[src/rtl/rf_alu_exec_unit.sv]
// Register file with a single-issue ALU run by a four-phase IDLE/READ/EXEC/WB sequencer.
// Optional feature macro: RF_ALU_R0_ZERO_EN (R0 reads as zero and ignores all writes).
module rf_alu_exec_unit #(
    parameter int unsigned WIDTH = 16,
    parameter int unsigned NREG  = 8,
    localparam int unsigned AW   = $clog2(NREG)
) (
    input  logic             clk,
    input  logic             rst,
    input  logic             start,
    input  logic [2:0]       ALU_Op,
    input  logic             ALU_B_Sel,
    input  logic [1:0]       Imm_Sel,
    input  logic [15:0]      Instr,
    input  logic [AW-1:0]    Rm_Rd_to_RF,
    input  logic [AW-1:0]    Rn_to_RF,
    input  logic [AW-1:0]    Rd_to_RF,
    input  logic             WB_en,
    input  logic             RF_Write_en,
    input  logic [AW-1:0]    Write_Addr,
    input  logic [WIDTH-1:0] Write_Data,
    output logic             busy,
    output logic             done,
    output logic [WIDTH-1:0] ALU_Out,
    output logic [WIDTH-1:0] Imm_Out,
    output logic [3:0]       NZVC,
    output logic [WIDTH-1:0] ReadA_data
);
`ifdef RF_ALU_R0_ZERO_EN
    localparam bit R0Zero = 1'b1;
`else
    localparam bit R0Zero = 1'b0;
`endif

    localparam logic [2:0] OpAdd = 3'd0;
    localparam logic [2:0] OpSub = 3'd1;
    localparam logic [2:0] OpAnd = 3'd2;
    localparam logic [2:0] OpOr  = 3'd3;
    localparam logic [2:0] OpXor = 3'd4;
    localparam logic [2:0] OpLsl = 3'd5;
    localparam logic [2:0] OpLsr = 3'd6;

    typedef enum logic [1:0] {StIdle, StRead, StExec, StWb} state_e;
    state_e state;

    logic [WIDTH-1:0] regs [NREG];
    logic [WIDTH-1:0] read_b;
    logic [WIDTH-1:0] op_a, op_b;
    logic [2:0]       op_q;
    logic [AW-1:0]    rd_q;
    logic             wb_en_q;

    logic [WIDTH-1:0] add_b, alu_res;
    logic [WIDTH:0]   sum;
    logic             add_cin, flag_v, flag_c;
    logic [3:0]       flags;

    logic             wr_en;
    logic [AW-1:0]    wr_addr;
    logic [WIDTH-1:0] wr_data;
    logic             unused_instr;

    assign unused_instr = ^Instr[15:8];

    assign ReadA_data = (R0Zero && Rm_Rd_to_RF == '0) ? '0 : regs[Rm_Rd_to_RF];
    assign read_b     = (R0Zero && Rn_to_RF == '0) ? '0 : regs[Rn_to_RF];

    always_comb begin
        Imm_Out = '0;
        unique case (Imm_Sel)
            2'b00: Imm_Out = {{(WIDTH-5){Instr[4]}}, Instr[4:0]};
            2'b01: Imm_Out = {{(WIDTH-8){Instr[7]}}, Instr[7:0]};
            2'b10: Imm_Out = WIDTH'(Instr[7:0]);
            2'b11: Imm_Out = WIDTH'({Instr[7:0], ReadA_data[7:0]});
        endcase
    end

    // SUB shares the adder as A + ~B + 1 so carry-out means "no borrow".
    always_comb begin
        add_cin = (op_q == OpSub);
        add_b   = add_cin ? ~op_b : op_b;
        sum     = {1'b0, op_a} + {1'b0, add_b} + {{WIDTH{1'b0}}, add_cin};
        alu_res = '0;
        flag_v  = 1'b0;
        flag_c  = 1'b0;
        case (op_q)
            OpAdd, OpSub: begin
                alu_res = sum[WIDTH-1:0];
                flag_c  = sum[WIDTH];
                flag_v  = (op_a[WIDTH-1] == add_b[WIDTH-1]) &&
                          (alu_res[WIDTH-1] != op_a[WIDTH-1]);
            end
            OpAnd: alu_res = op_a & op_b;
            OpOr:  alu_res = op_a | op_b;
            OpXor: alu_res = op_a ^ op_b;
            OpLsl: begin
                alu_res = {op_a[WIDTH-2:0], 1'b0};
                flag_c  = op_a[WIDTH-1];
            end
            OpLsr: begin
                alu_res = {1'b0, op_a[WIDTH-1:1]};
                flag_c  = op_a[0];
            end
            default: alu_res = op_b;
        endcase
        flags = {alu_res[WIDTH-1], alu_res == '0, flag_v, flag_c};
    end

    // Single write port: external writes own it in IDLE, writeback owns it in WB.
    always_comb begin
        wr_en   = 1'b0;
        wr_addr = Write_Addr;
        wr_data = Write_Data;
        if (state == StIdle) begin
            wr_en = RF_Write_en;
        end else if (state == StWb) begin
            wr_en   = wb_en_q;
            wr_addr = rd_q;
            wr_data = ALU_Out;
        end
        if (R0Zero && wr_addr == '0) begin
            wr_en = 1'b0;
        end
    end

    always_ff @(posedge clk) begin
        if (rst) begin
            state   <= StIdle;
            busy    <= 1'b0;
            done    <= 1'b0;
            ALU_Out <= '0;
            NZVC    <= '0;
            op_a    <= '0;
            op_b    <= '0;
            op_q    <= '0;
            rd_q    <= '0;
            wb_en_q <= 1'b0;
            for (int i = 0; i < NREG; i++) begin
                regs[i] <= '0;
            end
        end else begin
            done <= 1'b0;
            if (wr_en) begin
                regs[wr_addr] <= wr_data;
            end
            case (state)
                StIdle: begin
                    if (start) begin
                        state <= StRead;
                        busy  <= 1'b1;
                    end
                end
                StRead: begin
                    op_a    <= ReadA_data;
                    op_b    <= ALU_B_Sel ? Imm_Out : read_b;
                    op_q    <= ALU_Op;
                    rd_q    <= Rd_to_RF;
                    wb_en_q <= WB_en;
                    state   <= StExec;
                end
                StExec: begin
                    ALU_Out <= alu_res;
                    NZVC    <= flags;
                    done    <= 1'b1;
                    state   <= StWb;
                end
                default: begin
                    busy  <= 1'b0;
                    state <= StIdle;
                end
            endcase
        end
    end

endmodule
[config.mk]
export PLATFORM = sky130hd
export DESIGN_NAME = rf_alu_exec_unit
export DESIGN_NICKNAME = d
export VERILOG_FILES = /design/src/rtl/rf_alu_exec_unit.sv
export SDC_FILE = /design/constraint.sdc
export NUM_CORES = 1
export LEC_CHECK = 0
export CAP_MARGIN = 15
export CORE_UTILIZATION = 35
export DETAILED_ROUTE_END_ITERATION = 6
export MAX_ROUTING_LAYER = met4
export SLEW_MARGIN = 10
export SYNTH_ARGS = -nofsm -noshare
export SYNTH_HDL_FRONTEND = slang
export SYNTH_SLANG_ARGS = --single-unit
export TNS_END_PERCENT = 30
[constraint.sdc]
create_clock -name clk -period 8.5 [get_ports clk]
set_input_delay 0.85 -clock clk [delete_from_list [all_inputs] [get_ports clk]]
set_output_delay 0.85 -clock clk [all_outputs]
set_load 0.05 [all_outputs]
# ---- Word-level counts from Yosys, hierarchy flattened
# Memories as Yosys holds them, arrays and structs flattened.
# Index checks and enable logic that the tools add are counted.
dict set report classes {
  eq_ne 15
  addsub 2
  muxes 25
  n_bitwise 5
  n_reduce_logical 9
}
# cell n
set op_table {}
lappend op_table {{$pmux 16 s6} 1}
lappend op_table {{$mux 16} 5}
lappend op_table {{$pmux 16 s4} 1}
lappend op_table {{$add 16x16->17} 1}
lappend op_table {{$add 17x1->17} 1}
lappend op_table {{$and 16x16->16} 1}
lappend op_table {{$logic_not 16->1} 1}
lappend op_table {{$not 16->16} 1}
lappend op_table {{$or 16x16->16} 1}
lappend op_table {{$reduce_or 16->1} 1}
lappend op_table {{$xor 16x16->16} 1}
lappend op_table {{$mux 1} 11}
lappend op_table {{$eq 3x3->1 const B} 3}
lappend op_table {{$mux 3} 3}
lappend op_table {{$eq 2x2->1 const B} 4}
lappend op_table {{$eq 3x2->1 const B} 2}
lappend op_table {{$pmux 2 s3} 1}
lappend op_table {{$eq 2x1->1 const B} 2}
lappend op_table {{$logic_not 2->1} 2}
lappend op_table {{$reduce_or 2->1} 2}
lappend op_table {{$eq 3x1->1 const B} 1}
lappend op_table {{$logic_not 3->1} 1}
lappend op_table {{$pmux 1 s3} 1}
lappend op_table {{$mux 2} 1}
lappend op_table {{7 further kinds} 7}
dict set report word_totals {
  input_bits 55
  ramBits 128
  out_inout_bits 54
  mem_count 1
  elab_cells 67
  register_bits 63
}
# memory depth width read_ports rd_ports_with_merged_regs write_ports line_no
set memory_table {}
lappend memory_table {regs 8 16 2 0 8 46} ;# logic [WIDTH-1:0] regs [NREG];

# ---- Depth between registers and ports, before layout
# Gate-level depths: netlist of run 1.
dict set report logic_depth {
  word_depth 8
  ltp_mapped 18
  depth_no_buf 14
}

# ---- Worst setup path after synthesis of run 1
# OpenSTA, ideal clock, no wires.
dict set report synth_timing {
  path_type {register to register}
  start {reg op_q[1]}
  end {reg NZVC[2]}
  setup_ns 0.069
  path_slack_ns 4.705
  period_less_slack_ns 3.795
  arrival_ns 3.726
  n_path_buf 5
  required_ns 8.431
  stages_incl_launch_ff 19
  path_cell_list {dfxtp_1 > buf_4 > buf_4 > nor2_1 > clkbuf_1 > and2_1 > buf_2 > buf_2 > xnor2_1 > ha_1 > nor2b_4 > o31a_1 > o21ai_2 > a211oi_1 > o31a_1 > or3_1 > a311oi_2 > nand4_1 > o21ai_1}
}
dict set report synth_via {
  elab_chain_cells 6
  word_cells_on_any_way 13
  classes_between {add/sub (2); eq/ne (6); mux (2); reduce/logical (3)}
}
# element line_no
set synth_rtl {}
lappend synth_rtl {{start, declared} 49} ;# logic [2:0] op_q;
lappend synth_rtl {{start signal, assigned} 156} ;# op_q <= ALU_Op;
lappend synth_rtl {{$eq 3x1->1} {80, 86}}
lappend synth_rtl {{$mux 16} 81} ;# add_b = add_cin ? ~op_b : op_b;
lappend synth_rtl {{$add 16x16->17} 82} ;# sum = {1'b0, op_a} + {1'b0, add_b} + {{WIDTH{1'b0}}, add_cin};
lappend synth_rtl {{$add 17x1->17} 82}
lappend synth_rtl {{$pmux 16 s6 (*)} 86} ;# case (op_q)
lappend synth_rtl {{$logic_not 16->1 (*)} 106} ;# flags = {alu_res[WIDTH-1], alu_res == '0, flag_v, flag_c};
lappend synth_rtl {{end signal, assigned} 163} ;# NZVC <= flags;
lappend synth_rtl {{end, declared} 26} ;# output logic [3:0] NZVC,
# Every way passes the cells marked *; elsewhere a longest branch is shown, timed or not.
# A chain may end at the register's enable or synchronous reset.

# ---- Final worst setup path of run 1
dict set report layout_timing {
  start {reg op_q[2]}
  end {reg NZVC[0]}
}
dict set report layout_via {
  elab_chain_cells 5
  word_cells_on_any_way 9
  classes_between {add/sub (2); eq/ne (3); mux (2); reduce/logical (2)}
}
# element line_no
set layout_rtl {}
lappend layout_rtl {{$eq 3x1->1} {80, 86}}
lappend layout_rtl {{$mux 16} 81}
lappend layout_rtl {{$add 16x16->17} 82}
lappend layout_rtl {{$add 17x1->17} 82}
lappend layout_rtl {{$pmux 1 s3 (*)} 86}
# Marked as above.

==> run_results.csv, run 1 <==
group,metric,value,unit
run_status,status,"finished, final reports clean",
detailed_routing,ant_nets,0,
global_route,grt_pass1_vias,8743,
timing,min_period,4800,ps
timing,worst_slew_pin_slew,1070,ps
power_and_ir_drop,p_total,3.37,mW
floorplanning,die_x,185,um
floorplanning,core-area,32700,um2
clock_network,cts_setup_buffers,0,
layout,syn_to_final_growth,17.3,%
layout,nFillCells,3170,
timing,final_hold_viol_count,0,
floorplanning,rows,66,
detailed_routing,drt_iter0_markers,743,
yosys,ys_seq_area_share,43.6,%
yosys,synth.top_cell.area_share,32.9,%
timing,rsz0062_at_grt,"false",
yosys,synthArstFlopShare,0,%
global_route,grt_max_degree,63,
detailed_routing,firstDrtPassIters,5,
power_and_ir_drop,leakage,5.23,nW
power_and_ir_drop,cellPowerDensity,246,nW/um2
clock_network,cts_tree,"built",
clock_network,root_buffer,"clkbuf_16",
clock_network,cts_max_level,4,
worst_setup_path,r2r_slack,3700,ps
clock_network,clk_latency,440,ps
min_path,hold_depth,2,
min_path,hp-class,"reg -> reg",
clock_network,clk_path_buf_depth,2,
detailed_routing,drc,0,
clock_network,cts_resized,0,
layout,drive_gt1_share,13.4,%
floorplanning,die_h,185,um
yosys,synthFlopType,"edfxtp_1",
clock_network,hold_buffers,0,
worst_setup_path,critical_path.max_fanout,38,
yosys,syn_nets,1199,
place,globalplace.congestion,0.871,
min_path,hold_end,"NZVC[1]",
timing,slew_viol_final,0,
global_route,track_usage,21.8,%
power_and_ir_drop,ir_drop,0.000151,V
layout,fin_nets,1268,
worst_setup_path,reg2reg_depth,14,
detailed_routing,routed_wl,34800,um
worst_setup_path,worst_setup_path_start_kind,"register",
timing,fin_tns_setup,0,ps
worst_setup_path,rr_startpoint,"op_q[2]",
global_route,grt_pass1_wl,52800,um
yosys,synthTopCellsByCount,"nor2_1 (232), edfxtp_1 (128), mux2i_1 (85)",
yosys,netlist_instances,1090,
detailed_routing,vias,8755,
clock_network,clk_pin_slew,80,ps
timing,max-slew-margin-rel,26.3,%
yosys,yosysMostFrequentCell,"nor2_1",
timing,timing.fmax,0.208,GHz
timing,finalSetupViolCount,0,
detailed_routing,wl_per_cell,21.5,um
timing,period_share,56.5,%
flow_run,drv_cap,0,
floorplanning,ioPinCount,109,
floorplanning,die-area,34100,um2
worst_setup_path,worst-setup-path-type,"reg -> reg",
yosys,synth-edff-count,128,
global_route,grt-ovfl-total,0,
yosys,synth.avg_cell_area,10.7,um2
yosys,yosysWarnings,0,
worst_setup_path,arrival,5090,ps
worst_setup_path,required,8790,ps
yosys,synth_area_leader_cell,"edfxtp_1",
worst_setup_path,endpoint_kind,"register",
detailed_routing,via_per_inst,5.42,
yosys,syn_area,11700,um2
floorplanning,initial_core_util,35.7,%
yosys,synth_top_cells_by_area,"edfxtp_1 (33%), mux4_2 (13%), dfxtp_1 (11%)",
clock_network,cts_made_buffers,17,
timing,clock_skew,12.0,ps
place,io_buffers,100,
yosys,yosysUniqueCellTypes,73,
worst_setup_path,r2r-end,"NZVC[0]",
min_path,min-delay-start,"NZVC[1]",
place,dpl.hpwl,23500,um
clock_network,cts.sinks,190,
global_route,antenna_found_initial,2,
yosys,synth_seq_cells,190,
how the worst max path moves through the flow:
stage / from / endpoint / slack [ps] / cells past startpoint
floorplan: op_q[1] / NZVC[2] / 4710 / 18
global placement: op_q[1] / NZVC[2] / 3650 / 15
detailed placement: op_q[2] / NZVC[0] / 3690 / 14
CTS: op_q[2] / NZVC[0] / 3650 / 14
global route: op_q[2] / NZVC[0] / 3300 / 14
finish: op_q[2] / NZVC[0] / 3700 / 14
registers in the layout (all words and copies together), names as in the netlist:
register and cells:
busy 1, ALU_Out 16, regs 128, rd_q 3
op_b 16, NZVC 3, op_a 16, state 2
op_q 3, wb_en_q 1, done 1
area by class of cell:
| class | count | area (um2) | area share [%] |
|---|---|---|---|
| diodes | 2 | 5.00 | 0.0366 |
| clock buffers | 17 | 425 | 3.11 |
| clock inverters | 15 | 188 | 1.37 |
| inverters | 55 | 206 | 1.51 |
| multi-input cells | 772 | 6060 | 44.3 |
| flip-flops and latches | 190 | 5090 | 37.2 |
| well taps | 442 | 553 | 4.04 |
| repair buffers | 123 | 1160 | 8.47 |
layout by cell type, fill, tap and decap left out, types with 36 or more instances in the layout:
cell | netlist | layout
o21ai_0 | 36 | 36
dfxtp_1 | 62 | 61
inv_1 | 53 | 53
nor2_1 | 232 | 232
mux4_2 | 65 | 65
clkdlybuf4s50_1 | 0 | 97
nand2_1 | 74 | 74
edfxtp_1 | 128 | 128
mux2i_1 | 85 | 85
ha_1 | 53 | 52
critical path, cell delays in order (launching register included):
cell	delay, ps
dfxtp_1	300
buf_4	260
nor2_1	730
and2_1	860
xnor2_1	160
ha_1	380
nor2b_4	150
o31a_1	300
o21ai_2	220
a211oi_1	110
o31a_1	260
o21ai_0	420
a21oi_1	190
a21oi_1	190
a211oi_1	90
where the power goes:
group	internal, mW	switching, mW
clock network	0.401	0.419
logic	0.515	0.822
registers	1.10	0.112
total	2.02	1.35
cell families (layout without fill, tap and decap cells):
group,after synthesis,in the layout,synth area share [%]
AND/OR/NAND/NOR,366,366,13.3
flip-flops,190,190,43.6
AO/OA/AOI/OAI,167,167,10.0
multiplexers,162,162,21.0
buffers and inverters,128,210,4.49
adder cells (fa/ha/maj),54,54,5.85
XOR/XNOR,23,23,1.73
other,0,2,0
metal layers:
metal  track usage, %  vias up  wire (um)
li1                 -     4096          -
met1             27.1     4323      14600
met2             35.6      270      17100
met3             2.49       66       1630
met4             10.0        0       1360
met5                -        -          0
metrics by stage:
| step | setup WS (ps) | cell area, um2 | util, % | std cells | hold slack [ps] |
|---|---|---|---|---|---|
| after floorplan | 4710 | 11700 | - | 1090 | 460 |
| after global placement | 3650 | 13100 | 40.0 | 1582 | 453 |
| after detailed placement | 3690 | 13100 | 40.0 | 1582 | 463 |
| after CTS | 3650 | 13700 | 41.8 | 1614 | 475 |
| after global routing | 3300 | 13700 | 41.9 | 1616 | 506 |
| final | 3700 | 13700 | 41.9 | 1616 | 475 |
Note: power is estimated with default switching activity, not from simulation.
==> run 2, diff against run 1 <==
==> constraint.sdc (replaced) <==
create_clock -name clk -period 4.1 [get_ports clk]
set_input_delay 0.41 -clock clk [delete_from_list [all_inputs] [get_ports clk]]
set_output_delay 0.41 -clock clk [all_outputs]
set_load 0.05 [all_outputs]
==> run_results.csv, run 2 (synthesis results as in run 1) <==
group,metric,value,unit
run_status,status,"finished, final reports clean",
flow_run,drv_cap,0,
layout,drive_gt1_share,14.5,%
min_path,hold_depth,2,
detailed_routing,ant_nets,0,
power_and_ir_drop,leakage,5.27,nW
global_route,grt-ovfl-total,0,
worst_setup_path,rr_startpoint,"op_q[2]",
detailed_routing,drt_iter0_markers,677,
worst_setup_path,worst-setup-path-type,"reg -> reg",
timing,worst_slew_pin_slew,1050,ps
worst_setup_path,critPathBufInv,1,
clock_network,root_buffer,"clkbuf_16",
worst_setup_path,critical_path.max_fanout,8,
timing,finalSetupViolCount,0,
place,dpl.hpwl,24800,um
min_path,hold_end,"NZVC[1]",
detailed_routing,routed_wl,32200,um
timing,max-slew-margin-rel,29.9,%
layout,fin_nets,1274,
worst_setup_path,cp_slowest_stage_delay,470,ps
detailed_routing,wl_per_cell,19.9,um
worst_setup_path,r2r_slack,630,ps
global_route,grt_max_degree,61,
global_route,track_usage,20.1,%
clock_network,clk_latency,440,ps
layout,instances_no_fill,1620,
worst_setup_path,reg2reg_depth,14,
layout,largest_register,"regs",
timing,slew_viol_final,0,
layout,regArea,5090,um2
min_path,hp-class,"reg -> reg",
place,placed_cell_area,13200,um2
clock_network,cts_max_level,4,
detailed_routing,firstDrtPassIters,5,
timing,whs,480,ps
timing,clock_skew,14.0,ps
layout,syn_to_final_growth,17.9,%
clock_network,cts.sinks,190,
timing,rsz0062_at_grt,"false",
floorplanning,die-area,34100,um2
floorplanning,rows,66,
worst_setup_path,crit_family,"compound AO/OA/AOI/OAI gates",
timing,fin_tns_setup,0,ps
global_route,antenna_found_initial,0,
floorplanning,core-area,32700,um2
layout,layout_common_cells,"nor2_1 (232), edfxtp_1 (128), clkdlybuf4s50_1 (88), mux2i_1 (85), nand2_1 (74)",
min_path,min-delay-start,"NZVC[1]",
layout,final_util,42.1,%
worst_setup_path,arrival,3790,ps
worst_setup_path,endpoint_kind,"register",
clock_network,cts_made_buffers,17,
clock_network,hold_buffers,0,
power_and_ir_drop,ir_drop,0.000323,V
timing,final_hold_viol_count,0,
timing,min_period,3470,ps
clock_network,clk_path_buf_depth,2,
layout,largest_reg_flops,128,
floorplanning,die_h,185,um
timing,timing.fmax,0.288,GHz
worst_setup_path,r2r-end,"NZVC[0]",
floorplanning,die_x,185,um
layout,multi_input_area,6060,um2
detailed_routing,vias,8622,
clock_network,clk_pin_slew,70,ps
timing,period_share,84.7,%
detailed_routing,via_per_inst,5.32,
worst_setup_path,required,4410,ps
layout,layout_commonest_cell,"nor2_1",
clock_network,cts_resized,0,
clock_network,cts_tree,"built",
layout,nFillCells,3160,
floorplanning,ioPinCount,109,
clock_network,cts_setup_buffers,0,
layout,postLayoutCellArea,13800,um2
power_and_ir_drop,cellPowerDensity,509,nW/um2
layout,antenna_cells,0,
floorplanning,initial_core_util,35.7,%
place,dp_cells,1588,
place,io_buffers,100,
worst_setup_path,critPathSlowestCell,"and2_1",
detailed_routing,drc,0,
place,globalplace.congestion,0.911,
global_route,grt_pass1_vias,8566,
worst_setup_path,worst_setup_path_start_kind,"register",
global_route,grt_pass1_wl,49700,um
worst_setup_path,crit_path_cell_trace,"nor2_1 -> and2_1 -> buf_4 -> xnor2_1 -> ha_1 -> nand2_1 -> nor2_1 -> a211oi_2 -> a211oi_1 -> o31a_1 -> o21ai_0 -> a21oi_1 -> a21oi_1 -> a211oi_1",
==> run 2: cell count changes in the layout (fill, tap and decap cells not counted) <==
cell | previous run | this run
buf_12 | 0 | 5
buf_4 | 23 | 33
bufinv_16 | 0 | 2
clkdlybuf4s50_1 | 97 | 88
clkinv_1 | 1 | 2
clkinv_2 | 1 | 0
clkinv_8 | 7 | 1
clkinvlp_4 | 0 | 4
diode_2 | 2 | 0
inv_12 | 1 | 0
inv_6 | 5 | 4
inv_8 | 0 | 2
==> run 2: final cells by class <==
class / instances / area share (%)
Multi-Input combinational cell: 772 / 44.1
Sequential cell: 190 / 37.0
Timing Repair Buffer: 129 / 9.04
Tap cell: 442 / 4.02
Clock buffer: 17 / 3.09
Inverter: 55 / 1.50
Clock inverter: 15 / 1.28
==> run 2: worst register-to-register path, delay by kind of cell, from the launching register on <==
kind | cells | cell delay (ps)
AO/OA/AOI/OAI | 7 | 1460
AND/OR/NAND/NOR | 4 | 770
flip-flops | 1 | 350
buffers and inverters | 1 | 310
adder cells (fa/ha/maj) | 1 | 300
XOR/XNOR | 1 | 140
==> run 2: worst max path at each step <==
stage / end / startpoint / depth (start not counted)
6_report: NZVC[0] / op_q[2] / 14
2_1_floorplan: NZVC[2] / op_q[1] / 18
3_5_place_dp: NZVC[1] / op_q[2] / 14
4_1_cts: NZVC[0] / op_q[2] / 14
5_1_grt: ALU_Out[14] / op_q[2] / 13
3_3_place_gp: NZVC[2] / op_q[2] / 14
==> run 2: power breakdown <==
part	internal, mW	switching (mW)	total (mW)	leakage (nW)
clock network	0.918	0.783	1.70	0.281
registers	2.28	0.248	2.53	1.83
logic	1.09	1.68	2.77	3.16
==> run 2: metal layers <==
| layer | wire length (um) | global-route usage, % | share of wire (%) | vias to the layer above |
|---|---|---|---|---|
| met5 | 0 | - | 0 | - |
| met4 | 1150 | 8.53 | 3.6 | 0 |
| met3 | 1260 | 2.85 | 3.9 | 50 |
| met2 | 16300 | 34.0 | 51 | 226 |
| met1 | 13500 | 24.1 | 42 | 4239 |
| li1 | - | - | - | 4107 |
==> run 2: per-stage QoR <==
stage	setup WS (ps)	total power, mW
finish	626	7.01
global route	340	7.40
CTS	637	7.05
detailed placement	673	5.34
global placement	649	5.31
floorplan	305	4.53
==> run 3, diff against run 2 <==
==> constraint.sdc (replaced) <==
create_clock -name clk -period 3.4 [get_ports clk]
set_input_delay 0.34 -clock clk [delete_from_list [all_inputs] [get_ports clk]]
set_output_delay 0.34 -clock clk [all_outputs]
set_load 0.05 [all_outputs]
==> run_results.csv, run 3 (synthesis results as in run 1) <==
group,metric,value,unit
global_route,grt_pass1_vias,8708,
global_route,track_usage,20.3,%
power_and_ir_drop,cellPowerDensity,608,nW/um2
floorplanning,rows,66,
worst_setup_path,critical_path.max_fanout,5,
clock_network,hold_buffers,0,
layout,instances_no_fill,1644,
timing,slew_viol_final,0,
timing,final_hold_viol_count,0,
layout,largest_reg_flops,128,
clock_network,clk_latency,440,ps
layout,antenna_cells,0,
place,dp_cells,1611,
place,io_buffers,100,
layout,syn_to_final_growth,19.6,%
worst_setup_path,crit_top_cell,"o31a_1",
detailed_routing,firstDrtPassIters,7,
floorplanning,ioPinCount,109,
detailed_routing,via_per_inst,5.27,
timing,postLayoutSetupSlackWorst,302,ps
clock_network,clk_pin_slew,80,ps
place,placed_cell_area,13400,um2
power_and_ir_drop,ir_drop,0.000395,V
worst_setup_path,endpoint_kind,"register",
clock_network,root_buffer,"clkbuf_16",
detailed_routing,ant_nets,0,
floorplanning,die-area,34100,um2
run_status,status,"finished, final reports clean",
detailed_routing,routed_wl,32600,um
timing,worst_slew_pin_slew,1050,ps
worst_setup_path,worst_setup_path_start_kind,"register",
worst_setup_path,arrival,3480,ps
timing,finalSetupViolCount,0,
clock_network,cts_tree,"built",
worst_setup_path,cp_slowest_stage_delay,390,ps
timing,max-slew-margin-rel,30.0,%
layout,layout_common_cells,"nor2_1 (232), edfxtp_1 (128), mux2i_1 (85), nand2_1 (74), buf_4 (69)",
clock_network,cts_made_buffers,17,
clock_network,clk_path_buf_depth,2,
place,pre_cts_slack,166,ps
layout,fin_nets,1298,
min_path,hp-class,"in -> reg",
detailed_routing,wl_per_cell,19.8,um
worst_setup_path,crit_family,"compound AO/OA/AOI/OAI gates",
timing,clock_skew,11.1,ps
layout,postLayoutCellArea,14000,um2
clock_network,cts_max_level,4,
layout,largest_register,"regs",
worst_setup_path,critPathBufInv,1,
global_route,grt-ovfl-total,0,
worst_setup_path,worst-setup-path-type,"reg -> reg",
floorplanning,core-area,32700,um2
timing,timing.fmax,0.323,GHz
clock_network,cts.sinks,190,
place,dpl.hpwl,25200,um
detailed_routing,drc,0,
layout,layout_commonest_cell,"nor2_1",
global_route,grt_max_degree,61,
floorplanning,die_x,185,um
worst_setup_path,crit_path_cell_trace,"nor2_1 -> and2_4 -> buf_4 -> xnor2_1 -> ha_1 -> o211a_1 -> o31a_1 -> o21ai_2 -> a211oi_1 -> o31a_1 -> or3_1 -> a311oi_2 -> nand4_1 -> o21ai_1",
worst_setup_path,required,3780,ps
detailed_routing,vias,8664,
floorplanning,initial_core_util,35.7,%
flow_run,drv_cap,0,
detailed_routing,drt_iter0_markers,575,
timing,rsz0062_at_grt,"false",
place,globalplace.congestion,0.893,
power_and_ir_drop,leakage,5.45,nW
layout,drive_gt1_share,18.1,%
global_route,grt_pass1_wl,50300,um
floorplanning,die_h,185,um
global_route,antenna_found_initial,0,
worst_setup_path,critPathSlowestCell,"dfxtp_1",
timing,period_share,91.1,%
timing,min_period,3100,ps
==> run 3: timing repair <==
action	in CTS	in global routing
endpoints found under the setup margin	0	4
hold endpoints to repair	0	0
setup buffers	0	1
gates resized for setup	0	3
==> run 3: worst reg2reg max path, cell delays in order (launching register included) <==
cell	delay (ps)
dfxtp_1	390
nor2_1	90
and2_4	190
buf_4	160
xnor2_1	120
ha_1	340
o211a_1	230
o31a_1	140
o21ai_2	190
a211oi_1	110
o31a_1	260
or3_1	350
a311oi_2	260
nand4_1	110
o21ai_1	120
==> run 3: path summary, 6_finish.rpt <==
check	slack (ps)	depth (start not counted)	end	start
min	330	2	wb_en_q	rst
min reg2reg	470	2	NZVC[1]	NZVC[1]
max reg2reg	300	14	NZVC[2]	op_q[2]
max	300	14	NZVC[2]	op_q[2]
==> run 3: final cells by class <==
cell class,count,area (um2)
clock inverter,14,138
fill,3124,18700
timing repair buffer,153,1480
inverter,55,206
clock buffer,18,429
sequential,190,5090
multi-input combinational,772,6070
tap,442,553
==> run 3: metal layers <==
metal,track usage [%],vias up,share of wire [%],routed length [um]
li1,-,4154,-,-
met1,24.0,4278,41,13400
met2,35.5,183,53,17100
met3,2.87,49,3.9,1280
met4,6.55,0,2.4,786
met5,-,-,0,0
==> run 3: metrics by stage <==
step | power, mW | hold slack (ps) | setup TNS (ps) | utilization [%]
6_report | 8.48 | 329 | 0 | 42.7
5_1_grt | 8.97 | 345 | 0 | 42.7
4_1_cts | 8.53 | 320 | 0 | 42.6
3_5_place_dp | 6.54 | 460 | 0 | 40.9
3_3_place_gp | 6.48 | 450 | 0 | 40.9
2_1_floorplan | 5.48 | 460 | -55.8 | -
==> run 3: where the power goes <==
group | switching [mW] | internal [mW]
registers | 0.291 | 2.75
clock network | 0.991 | 0.980
logic | 2.06 | 1.41
